===== src/rtl/dm_access_if.sv =====
//------------------------------------------------------------------------------
// dm_access_if : request/response and word-memory signals of dm_access_unit
// Revision     : 1.0
//------------------------------------------------------------------------------
`default_nettype none

interface dm_access_if;
    logic        req_valid;
    logic        req_ready;
    logic        req_write;
    logic [1:0]  req_size;
    logic        req_signed;
    logic [31:0] req_addr;
    logic [31:0] req_wdata;
    logic        resp_valid;
    logic [31:0] resp_rdata;
    logic        resp_err;
    logic        mem_write;
    logic [31:0] mem_addr;
    logic [31:0] mem_wdata;
    logic [31:0] mem_rdata;

    modport slave (
        input  req_valid, req_write, req_size, req_signed, req_addr, req_wdata, mem_rdata,
        output req_ready, resp_valid, resp_rdata, resp_err, mem_write, mem_addr, mem_wdata
    );

    modport master (
        output req_valid, req_write, req_size, req_signed, req_addr, req_wdata, mem_rdata,
        input  req_ready, resp_valid, resp_rdata, resp_err, mem_write, mem_addr, mem_wdata
    );
endinterface

`default_nettype wire


===== src/rtl/dm_access_unit.sv =====
//------------------------------------------------------------------------------
// dm_access_unit : sub-word load/store initiator on a word-only data memory
// Revision       : 1.0
//------------------------------------------------------------------------------
`default_nettype none

module dm_access_unit (
    input  wire logic    clk,
    input  wire logic    reset,
    dm_access_if.slave   bus
);
    localparam logic [1:0] S_IDLE  = 2'd0;
    localparam logic [1:0] S_READ  = 2'd1;
    localparam logic [1:0] S_WRITE = 2'd2;
    localparam logic [1:0] S_RESP  = 2'd3;

    logic [1:0]  state_q, state_d;
    logic        write_q, signed_q, err_q;
    logic [1:0]  size_q;
    logic [31:0] addr_q, wdata_q, rword_q;
    logic [31:0] resp_rdata_q;
    logic        resp_err_q;

    logic        w_accept;
    logic        w_misalign;
    logic [7:0]  w_lane_byte;
    logic [15:0] w_lane_half;
    logic [31:0] w_load_data;
    logic [31:0] w_merge;

    assign w_accept = (state_q == S_IDLE) && bus.req_valid;

    always_comb begin
        w_misalign = 1'b0;
        case (bus.req_size)
            2'b00:   w_misalign = 1'b0;
            2'b01:   w_misalign = bus.req_addr[0];
            2'b10:   w_misalign = (bus.req_addr[1:0] != 2'b00);
            default: w_misalign = 1'b1;
        endcase
    end

    // Load lanes come straight from the word being captured at the READ edge
    always_comb begin
        w_lane_byte = bus.mem_rdata[7:0];
        case (addr_q[1:0])
            2'd0:    w_lane_byte = bus.mem_rdata[7:0];
            2'd1:    w_lane_byte = bus.mem_rdata[15:8];
            2'd2:    w_lane_byte = bus.mem_rdata[23:16];
            default: w_lane_byte = bus.mem_rdata[31:24];
        endcase
        w_lane_half = addr_q[1] ? bus.mem_rdata[31:16] : bus.mem_rdata[15:0];
        w_load_data = bus.mem_rdata;
        case (size_q)
            2'b00:   w_load_data = {{24{signed_q & w_lane_byte[7]}}, w_lane_byte};
            2'b01:   w_load_data = {{16{signed_q & w_lane_half[15]}}, w_lane_half};
            default: w_load_data = bus.mem_rdata;
        endcase
    end

    always_comb begin
        w_merge = rword_q;
        case (size_q)
            2'b00: begin
                case (addr_q[1:0])
                    2'd0:    w_merge[7:0]   = wdata_q[7:0];
                    2'd1:    w_merge[15:8]  = wdata_q[7:0];
                    2'd2:    w_merge[23:16] = wdata_q[7:0];
                    default: w_merge[31:24] = wdata_q[7:0];
                endcase
            end
            2'b01: begin
                if (addr_q[1]) w_merge[31:16] = wdata_q[15:0];
                else           w_merge[15:0]  = wdata_q[15:0];
            end
            default: w_merge = wdata_q;
        endcase
    end

    always_ff @(posedge clk) begin
        if (reset) state_q <= S_IDLE;
        else       state_q <= state_d;
    end

    always_comb begin
        state_d = state_q;
        case (state_q)
            S_IDLE: begin
                if (w_accept) begin
                    if (w_misalign)                                   state_d = S_RESP;
                    else if (bus.req_write && bus.req_size == 2'b10)  state_d = S_WRITE;
                    else                                              state_d = S_READ;
                end
            end
            S_READ:  state_d = write_q ? S_WRITE : S_RESP;
            S_WRITE: state_d = S_RESP;
            default: state_d = S_IDLE;
        endcase
    end

    always_ff @(posedge clk) begin
        if (reset) begin
            write_q      <= 1'b0;
            size_q       <= 2'b00;
            signed_q     <= 1'b0;
            addr_q       <= 32'h0;
            wdata_q      <= 32'h0;
            err_q        <= 1'b0;
            rword_q      <= 32'h0;
            resp_rdata_q <= 32'h0;
            resp_err_q   <= 1'b0;
        end else begin
            if (w_accept) begin
                write_q  <= bus.req_write;
                size_q   <= bus.req_size;
                signed_q <= bus.req_signed;
                addr_q   <= bus.req_addr;
                wdata_q  <= bus.req_wdata;
                err_q    <= w_misalign;
            end
            if (state_q == S_READ) rword_q <= bus.mem_rdata;
            // Response registers change only on the edge entering RESP
            if (state_d == S_RESP && state_q != S_RESP) begin
                resp_rdata_q <= (state_q == S_READ && !write_q) ? w_load_data : 32'h0;
                resp_err_q   <= (state_q == S_IDLE) ? w_misalign : err_q;
            end
        end
    end

    always_comb begin
        bus.req_ready  = (state_q == S_IDLE)  && !reset;
        bus.mem_write  = (state_q == S_WRITE) && !reset;
        bus.resp_valid = (state_q == S_RESP)  && !reset;
        bus.mem_addr   = {addr_q[31:2], 2'b00};
        bus.mem_wdata  = (state_q == S_WRITE) ? w_merge : 32'h0;
        bus.resp_rdata = resp_rdata_q;
        bus.resp_err   = resp_err_q;
    end
endmodule

`default_nettype wire

===== src/flat_wrapper.sv =====
// flat-port wrapper written by rule: the top's interface ports become plain ports
module dm_access_unit_flat 
  (clk, reset, bus_req_valid, bus_req_write, bus_req_size, bus_req_signed, bus_req_addr, bus_req_wdata, bus_mem_rdata, bus_req_ready, bus_resp_valid, bus_resp_rdata, bus_resp_err, bus_mem_write, bus_mem_addr, bus_mem_wdata);
  dm_access_if bus_i ();
  input  wire logic clk;
  input  wire logic reset;
  input wire logic [$bits(bus_i.req_valid)-1:0] bus_req_valid;
  input wire logic [$bits(bus_i.req_write)-1:0] bus_req_write;
  input wire logic [$bits(bus_i.req_size)-1:0] bus_req_size;
  input wire logic [$bits(bus_i.req_signed)-1:0] bus_req_signed;
  input wire logic [$bits(bus_i.req_addr)-1:0] bus_req_addr;
  input wire logic [$bits(bus_i.req_wdata)-1:0] bus_req_wdata;
  input wire logic [$bits(bus_i.mem_rdata)-1:0] bus_mem_rdata;
  output wire logic [$bits(bus_i.req_ready)-1:0] bus_req_ready;
  output wire logic [$bits(bus_i.resp_valid)-1:0] bus_resp_valid;
  output wire logic [$bits(bus_i.resp_rdata)-1:0] bus_resp_rdata;
  output wire logic [$bits(bus_i.resp_err)-1:0] bus_resp_err;
  output wire logic [$bits(bus_i.mem_write)-1:0] bus_mem_write;
  output wire logic [$bits(bus_i.mem_addr)-1:0] bus_mem_addr;
  output wire logic [$bits(bus_i.mem_wdata)-1:0] bus_mem_wdata;
  assign bus_i.req_valid = bus_req_valid;
  assign bus_i.req_write = bus_req_write;
  assign bus_i.req_size = bus_req_size;
  assign bus_i.req_signed = bus_req_signed;
  assign bus_i.req_addr = bus_req_addr;
  assign bus_i.req_wdata = bus_req_wdata;
  assign bus_i.mem_rdata = bus_mem_rdata;
  assign bus_req_ready = bus_i.req_ready;
  assign bus_resp_valid = bus_i.resp_valid;
  assign bus_resp_rdata = bus_i.resp_rdata;
  assign bus_resp_err = bus_i.resp_err;
  assign bus_mem_write = bus_i.mem_write;
  assign bus_mem_addr = bus_i.mem_addr;
  assign bus_mem_wdata = bus_i.mem_wdata;
  dm_access_unit u_core (.clk(clk), .reset(reset), .bus(bus_i));
endmodule

===== config.mk =====
export PLATFORM = sky130hd
export DESIGN_NAME = dm_access_unit_flat
export DESIGN_NICKNAME = d
export VERILOG_FILES = /design/src/rtl/dm_access_if.sv /design/src/rtl/dm_access_unit.sv /design/src/flat_wrapper.sv
export SDC_FILE = /design/constraint.sdc
export NUM_CORES = 1
export LEC_CHECK = 0
export CELL_PAD_IN_SITES_DETAIL_PLACEMENT = 1
export CELL_PAD_IN_SITES_GLOBAL_PLACEMENT = 1
export CORE_ASPECT_RATIO = 1.2
export CORE_MARGIN = 1
export CORE_UTILIZATION = 32
export DETAILED_ROUTE_END_ITERATION = 6
export HOLD_SLACK_MARGIN = 0.05
export PLACE_DENSITY = 0.77
export SLEW_MARGIN = 20
export SYNTH_ARGS = -nofsm -noshare
export SYNTH_HDL_FRONTEND = slang
export SYNTH_SLANG_ARGS = --single-unit

===== constraint.sdc =====
create_clock -name clk -period 2.1 [get_ports clk]
set_input_delay 0.63 -clock clk [delete_from_list [all_inputs] [get_ports clk]]
set_output_delay 0.63 -clock clk [all_outputs]
set_load 0.1 [all_outputs]

==> impl_metrics.json, run 1 <==
{
  "status": "complete, but fails checks",
  "violations": "setup timing",
  "diodes": 0,
  "cpMaxStageDelayCell": "dfxtp_4",
  "drtIter0Drc": 472,
  "avgSynthCellArea_um2": 8.503,
  "grt_overflow": 0,
  "cts_hold_buf": 0,
  "clk_pin_slew_worst_paths_ns": 0.06,
  "final_cells": 1319,
  "fill_cells": 2240,
  "drtAntennaViolNets": 0,
  "die-area_mm2": 0.02217,
  "vias_per_cell": 5.431,
  "gp_congestion": 0.8584,
  "routedWlPerCell_um": 22.30,
  "reg2reg_from": "u_core.state_q[1]$_SDFF_PP0_",
  "setup_violations": 68,
  "r2r-end": "u_core.bus.resp_rdata[6]$_SDFFE_PP0P_",
  "path_cells": "nor2b_4 -> buf_12 -> mux2i_1 -> nor2_1 -> a221oi_1 -> buf_4 -> nor2_4 -> buf_12",
  "critPathRequiredTime_ns": 1.47,
  "cts_buffers": 17,
  "syn_inst": 812,
  "crit_family": "buffers and inverters",
  "timing.fmax_ghz": 0.3628,
  "period_minus_slack_ns": 2.757,
  "cts.sinks": 136,
  "ys_seq_elements": 136,
  "port-buffer-count": 200,
  "cts_root_buffer": "clkbuf_16",
  "path_buf_inv": 3,
  "crit_arrival_ns": 2.13,
  "clk_path_buf_depth": 2,
  "gr-usage-all-layers_pct": 24.98,
  "drc": 0,
  "synth_ff_type": "dfxtp_1",
  "start_util_pct": 32.81,
  "p_per_area_mw_per_mm2": 1191,
  "antenna_found_initial": 0,
  "cp_common_cell": "buf_12",
  "core_region_area_mm2": 0.02105,
  "mappedNetlistArea_mm2": 0.006904,
  "worstSetupPathType": "flip-flop to output port",
  "period_share_pct": 131.3,
  "final_nets": 1144,
  "wl_mm": 29.42,
  "place_inst": 1263,
  "finalHoldViolations": 0,
  "finalPower_uw": 14470,
  "cap_viol_max_count": 0,
  "final.setup.worst_slack_ns": -0.6566,
  "dp_hpwl_mm": 19.01,
  "grt_max_degree": 74,
  "max_slew_margin_pct": 50.75,
  "finClkSkew_ns": 0.01408,
  "tightestPinTransition_ns": 0.7354,
  "dr.pass1.iters": 5,
  "reg2reg_slack_ns": -0.24,
  "postLayoutCoreUtil_pct": 57.76,
  "final_common_cell": "nand2_1",
  "clkLatencyLatePin_ns": 0.43,
  "syn_to_final_growth_pct": 76.08,
  "peakVddDrop_v": 0.0006312,
  "min_path_type": "flip-flop to flip-flop",
  "first_global_vias": 7464,
  "ioPinCount": 203,
  "mostFrequentLayoutCells": "nand2_1, dfxtp_1, buf_12",
  "slowest_delay_ns": 0.38,
  "die_y_um": 162.9,
  "layout-drive-gt1-share_pct": 35.18,
  "ys_types": 50,
  "end_kind": "output port",
  "synth-async-reset-ratio_pct": 0,
  "grt_pass1_wl_mm": 41.68,
  "crit_cells": 8,
  "totalNegativeSetupSlack_ns": -22.99,
  "cts_max_level": 4,
  "reg2reg_depth": 10,
  "synth_edf_count": 0,
  "vias": 7164,
  "row_count": 58,
  "p_leak_uw": 0.004399,
  "ys.warnings.count": 0,
  "drv_slew": 0,
  "startpoint": "u_core.addr_q[1]$_SDFFE_PP0N_",
  "crit_path_start_kind": "flip-flop",
  "die_w_um": 136.1,
  "synth_seq_area_share_pct": 39.43,
  "cts_tree": "done",
  "timing.critical_path.to": "bus_mem_wdata[15]",
  "path_max_fanout": 8,
  "rsz0062_at_grt": "true"
}
worst min path at each step:
stage	endpoint	cells after the start	slack, ns	start
final	u_core.wdata_q[26]$_SDFFE_PP0N_	2	0.46	u_core.wdata_q[26]$_SDFFE_PP0N_
after global routing	u_core.wdata_q[24]$_SDFFE_PP0N_	2	0.48	u_core.wdata_q[24]$_SDFFE_PP0N_
after CTS	u_core.wdata_q[28]$_SDFFE_PP0N_	2	0.46	u_core.wdata_q[28]$_SDFFE_PP0N_
after detailed placement	u_core.wdata_q[28]$_SDFFE_PP0N_	2	0.45	u_core.wdata_q[28]$_SDFFE_PP0N_
after global placement	u_core.wdata_q[17]$_SDFFE_PP0N_	2	0.44	u_core.wdata_q[17]$_SDFFE_PP0N_
after floorplan	u_core.wdata_q[16]$_SDFFE_PP0N_	2	0.44	u_core.wdata_q[16]$_SDFFE_PP0N_
synthesized netlist by cell type (2+ instances only):
master     instances  area (um2)
a221o_1            8       80.08
a21oi_1           94       470.5
o32ai_1            6       52.55
nor2_1            67       251.5
clkbuf_1          34       127.6
nor2b_1           14       87.58
nand2_1          163       611.8
mux2_4             3       45.04
mux2i_2            2       27.53
ha_1               4       50.05
nand2b_1          34       212.7
a2bb2oi_1          7       61.31
mux2_1             6       67.56
a21o_1             3       22.52
buf_4             34       255.2
inv_1              3       11.26
nand2_2            2       12.51
o221ai_1           7       61.31
nor3_1            10       50.05
buf_6              9       101.4
and2b_1            2       15.01
buf_1             17       63.81
a22o_1            17       148.9
o32ai_2           10       162.7
or3_1              2       12.51
mux2i_1           71       710.7
buf_2              7       35.03
a221oi_1          17       148.9
and2_1             3       18.77
dfxtp_1          136        2723
where the power goes:
part           switching, uW  total (uW)  internal [uW]
clock                   1210        3100           1890
sequential               481        3480           3000
combinational           4500        7890           3390
total                   6190       14500           8290
flip-flops by register name (all words and copies together) (netlist names):
signal                 count
u_core.bus.resp_err        1
u_core.state_q             2
u_core.write_q             1
u_core.signed_q            1
u_core.bus.resp_rdata     32
u_core.wdata_q            32
u_core.err_q               1
u_core.rword_q            32
u_core.addr_q             32
u_core.size_q              2
final cells by class:
class	count	area, um2	area share [%]
multi-input combinational	573	4410	36.28
timing repair buffer	305	4049	33.31
sequential	136	2733	22.48
clock buffer	20	446.7	3.674
tap	270	337.8	2.779
clock inverter	11	150.1	1.235
inverter	4	30.03	0.2470
routing by layer:
metal | GRT usage (%) | vias up | part of all wire, %
li1 | - | 3235 | -
met1 | 28.05 | 3518 | 38
met2 | 43.65 | 332 | 51
met3 | 6.256 | 79 | 7.3
met4 | 11.87 | 0 | 4.2
met5 | 0 | - | 0
cell families (layout without fill, tap and decap cells):
logic type | Yosys count | count (layout) | share of synthesized area (%)
compound gates | 177 | 177 | 18.92
fa+ha+maj | 4 | 4 | 0.7249
buf+inv | 106 | 340 | 8.952
flops | 136 | 136 | 39.43
mux | 82 | 82 | 12.32
other cells | 1 | 2 | 0.05432
simple gates | 306 | 308 | 19.59
per-stage QoR:
stage,area [um2],setup slack (ns),hold slack [ns]
3_5_place_dp,10720,-0.6635,0.4497
4_1_cts,11730,-0.5781,0.4581
6_report,12160,-0.6566,0.4589
2_1_floorplan,7386,-0.3645,0.4360
5_1_grt,12160,-0.7463,0.4751
3_3_place_gp,10720,-0.4770,0.4429
worst min-delay path: stages (launching register included):
cell     delay, ns
dfxtp_1       0.31
nand2_1       0.05
a21oi_1       0.05
timing repair:
item,in CTS,in global routing
setup buffers,2,16
endpoints found under the hold margin,0,0
setup endpoints to repair,68,53
pin swaps,19,22
gates resized for setup,81,42
cloned,3,5
(Power assumes the default switching activity.)
==> run 2: changes to the inputs <==
--- a/config.mk
+++ b/config.mk
@@ -7,12 +7,12 @@
 export LEC_CHECK = 0
 export CELL_PAD_IN_SITES_DETAIL_PLACEMENT = 1
 export CELL_PAD_IN_SITES_GLOBAL_PLACEMENT = 1
-export CORE_ASPECT_RATIO = 1.2
 export CORE_MARGIN = 1
 export CORE_UTILIZATION = 32
 export DETAILED_ROUTE_END_ITERATION = 6
 export HOLD_SLACK_MARGIN = 0.05
 export PLACE_DENSITY = 0.77
+export SKIP_LAST_GASP = 1
 export SLEW_MARGIN = 20
 export SYNTH_ARGS = -nofsm -noshare
 export SYNTH_HDL_FRONTEND = slang
==> run 2 against run 1 <==
The run ends with DRC, setup timing left. Sequential cell count is the same. Combinational power shrank 2.7%. Global-route usage is 0.058 points higher. Clock power down 6.8%. Maximum frequency decreased by 0.21%. Cell area is 0.88% lower. Die area about the same. Critical path depth down 1. Sequential power about the same. Largest cell class unchanged.
==> impl_metrics.json, run 2 (synthesis results as in run 1) <==
{
  "cts_buffers": 17,
  "crit_arrival_ns": 2.13,
  "setup_violations": 66,
  "drtIter0Drc": 391,
  "ioPinCount": 203,
  "startpoint": "u_core.size_q[0]$_SDFFE_PP0N_",
  "fill_cells": 2192,
  "grt_pass1_wl_mm": 42.16,
  "final_cells": 1308,
  "path_buf_inv": 3,
  "die-area_mm2": 0.02217,
  "reg2reg_depth": 9,
  "gr-usage-all-layers_pct": 25.03,
  "crit_path_start_kind": "flip-flop",
  "p_leak_uw": 0.004325,
  "cap_viol_max_count": 0,
  "peakVddDrop_v": 0.0006321,
  "clkLatencyLatePin_ns": 0.43,
  "crit_family": "compound AO/OA/AOI/OAI gates",
  "vias_per_cell": 5.363,
  "die_w_um": 148.9,
  "routedWlPerCell_um": 22.95,
  "timing.critical_path.to": "bus_mem_wdata[25]",
  "p_per_area_mw_per_mm2": 1167,
  "period_share_pct": 131.5,
  "period_minus_slack_ns": 2.762,
  "diodes": 0,
  "min_path_type": "flip-flop to flip-flop",
  "grt_max_degree": 89,
  "worstSetupPathType": "flip-flop to output port",
  "cts_max_level": 4,
  "start_util_pct": 32.74,
  "hold_path_startpoint": "u_core.wdata_q[25]$_SDFFE_PP0N_",
  "finish.instance_area_mm2": 0.01205,
  "finalHoldViolations": 0,
  "first_global_vias": 7428,
  "crit_cells": 7,
  "critPathRequiredTime_ns": 1.47,
  "dr.pass1.iters": 7,
  "grt_overflow": 0,
  "final_common_cell": "nand2_1",
  "violations": "DRC, setup timing",
  "status": "complete, but fails checks",
  "die_y_um": 148.9,
  "final.setup.worst_slack_ns": -0.6623,
  "reg2reg_from": "u_core.state_q[0]$_SDFF_PP0_",
  "dp_hpwl_mm": 19.19,
  "place_inst": 1257,
  "slowest_delay_ns": 0.34,
  "reg2reg_slack_ns": -0.15,
  "core_region_area_mm2": 0.02109,
  "cts.sinks": 136,
  "syn_to_final_growth_pct": 74.54,
  "cts_hold_buf": 0,
  "port-buffer-count": 200,
  "cts_tree": "done",
  "finalPower_uw": 14060,
  "antenna_found_initial": 0,
  "drv_slew": 0,
  "rsz0062_at_grt": "true",
  "row_count": 53,
  "placed_area_mm2": 0.01066,
  "cts_root_buffer": "clkbuf_16",
  "final_nets": 1127,
  "vias": 7015,
  "finClkSkew_ns": 0.007245,
  "drtAntennaViolNets": 0,
  "wl_mm": 30.02,
  "r2r-end": "u_core.bus.resp_rdata[2]$_SDFFE_PP0P_",
  "timing.fmax_ghz": 0.3620,
  "gp_congestion": 0.8733,
  "clk_pin_slew_worst_paths_ns": 0.06,
  "clk_path_buf_depth": 2,
  "end_kind": "output port",
  "path_max_fanout": 8,
  "mostFrequentLayoutCells": "nand2_1, dfxtp_1, buf_12",
  "path_cells": "and2b_2 -> buf_6 -> a22o_1 -> a221oi_2 -> buf_4 -> nor3_4 -> buf_12",
  "cpMaxStageDelayCell": "dfxtp_2",
  "drc": 1,
  "layout-drive-gt1-share_pct": 34.66
}
## run 2: cell types whose count changed in the layout (fill, tap and decap cells not counted), moves of 3 or more
cell,before,now
a221oi_4,3,7
buf_4,73,64
buf_6,17,11
clkinv_2,2,5
clkinv_4,4,1
nand2_2,6,3
nor2_2,1,4
o32ai_1,4,0
o32ai_2,11,16
## run 2: worst min path at each step
stage / to / slack (ns) / cells past startpoint
floorplan: u_core.wdata_q[16]$_SDFFE_PP0N_ / 0.44 / 2
global placement: u_core.wdata_q[16]$_SDFFE_PP0N_ / 0.44 / 2
detailed placement: u_core.wdata_q[30]$_SDFFE_PP0N_ / 0.45 / 2
CTS: u_core.wdata_q[25]$_SDFFE_PP0N_ / 0.46 / 2
global route: u_core.wdata_q[25]$_SDFFE_PP0N_ / 0.47 / 2
finish: u_core.wdata_q[25]$_SDFFE_PP0N_ / 0.45 / 2
## run 2: metrics by stage
| step | setup WS [ns] | setup TNS, ns | utilization (%) | hold WS (ns) |
|---|---|---|---|---|
| 2_1_floorplan | -0.3645 | -7.269 | - | 0.4360 |
| 3_3_place_gp | -0.4081 | -19.35 | 50.54 | 0.4425 |
| 3_5_place_dp | -0.5122 | -22.82 | 50.54 | 0.4495 |
| 4_1_cts | -0.5764 | -16.48 | 54.85 | 0.4577 |
| 5_1_grt | -0.6753 | -24.00 | 57.14 | 0.4721 |
| 6_report | -0.6623 | -19.51 | 57.14 | 0.4550 |
## run 2: per-layer routing
metal	share of wire, %	up-vias	global-route usage, %
met5	0	-	0
met4	3.3	0	9.694
met3	7.4	65	7.951
met2	51	302	43.35
met1	39	3454	28.48
li1	-	3194	-
## run 2: timing repair
item                       CTS  global route
setup endpoints to repair   68            67
gates resized for setup     53            71
pin swaps                   12            28
setup buffers                4            11
gates cloned                 2             4
## run 2: where the power goes
part / internal [uW] / switching (uW) / total (uW) / leakage, uW
clock: 1650 / 1240 / 2890 / 0.000262
sequential: 3000 / 477 / 3480 / 0.00111
combinational: 3190 / 4490 / 7680 / 0.00295
total: 7850 / 6210 / 14100 / 0.00432
## run 2: area by class of cell
class / count / area, um2 / share of cell area [%]
flip-flops and latches: 136 / 2738 / 22.72
clock inverters: 12 / 102.6 / 0.8514
clock buffers: 20 / 446.7 / 3.707
inverters: 4 / 35.03 / 0.2907
repair buffers: 289 / 3908 / 32.43
well taps: 275 / 344.1 / 2.855
multi-input cells: 572 / 4477 / 37.15
## run 2: tightest hold or removal path, cell delays in order, from the launching register on
cell and delay [ns]:
dfxtp_1 0.31, nand2_1 0.05, a21oi_1 0.05
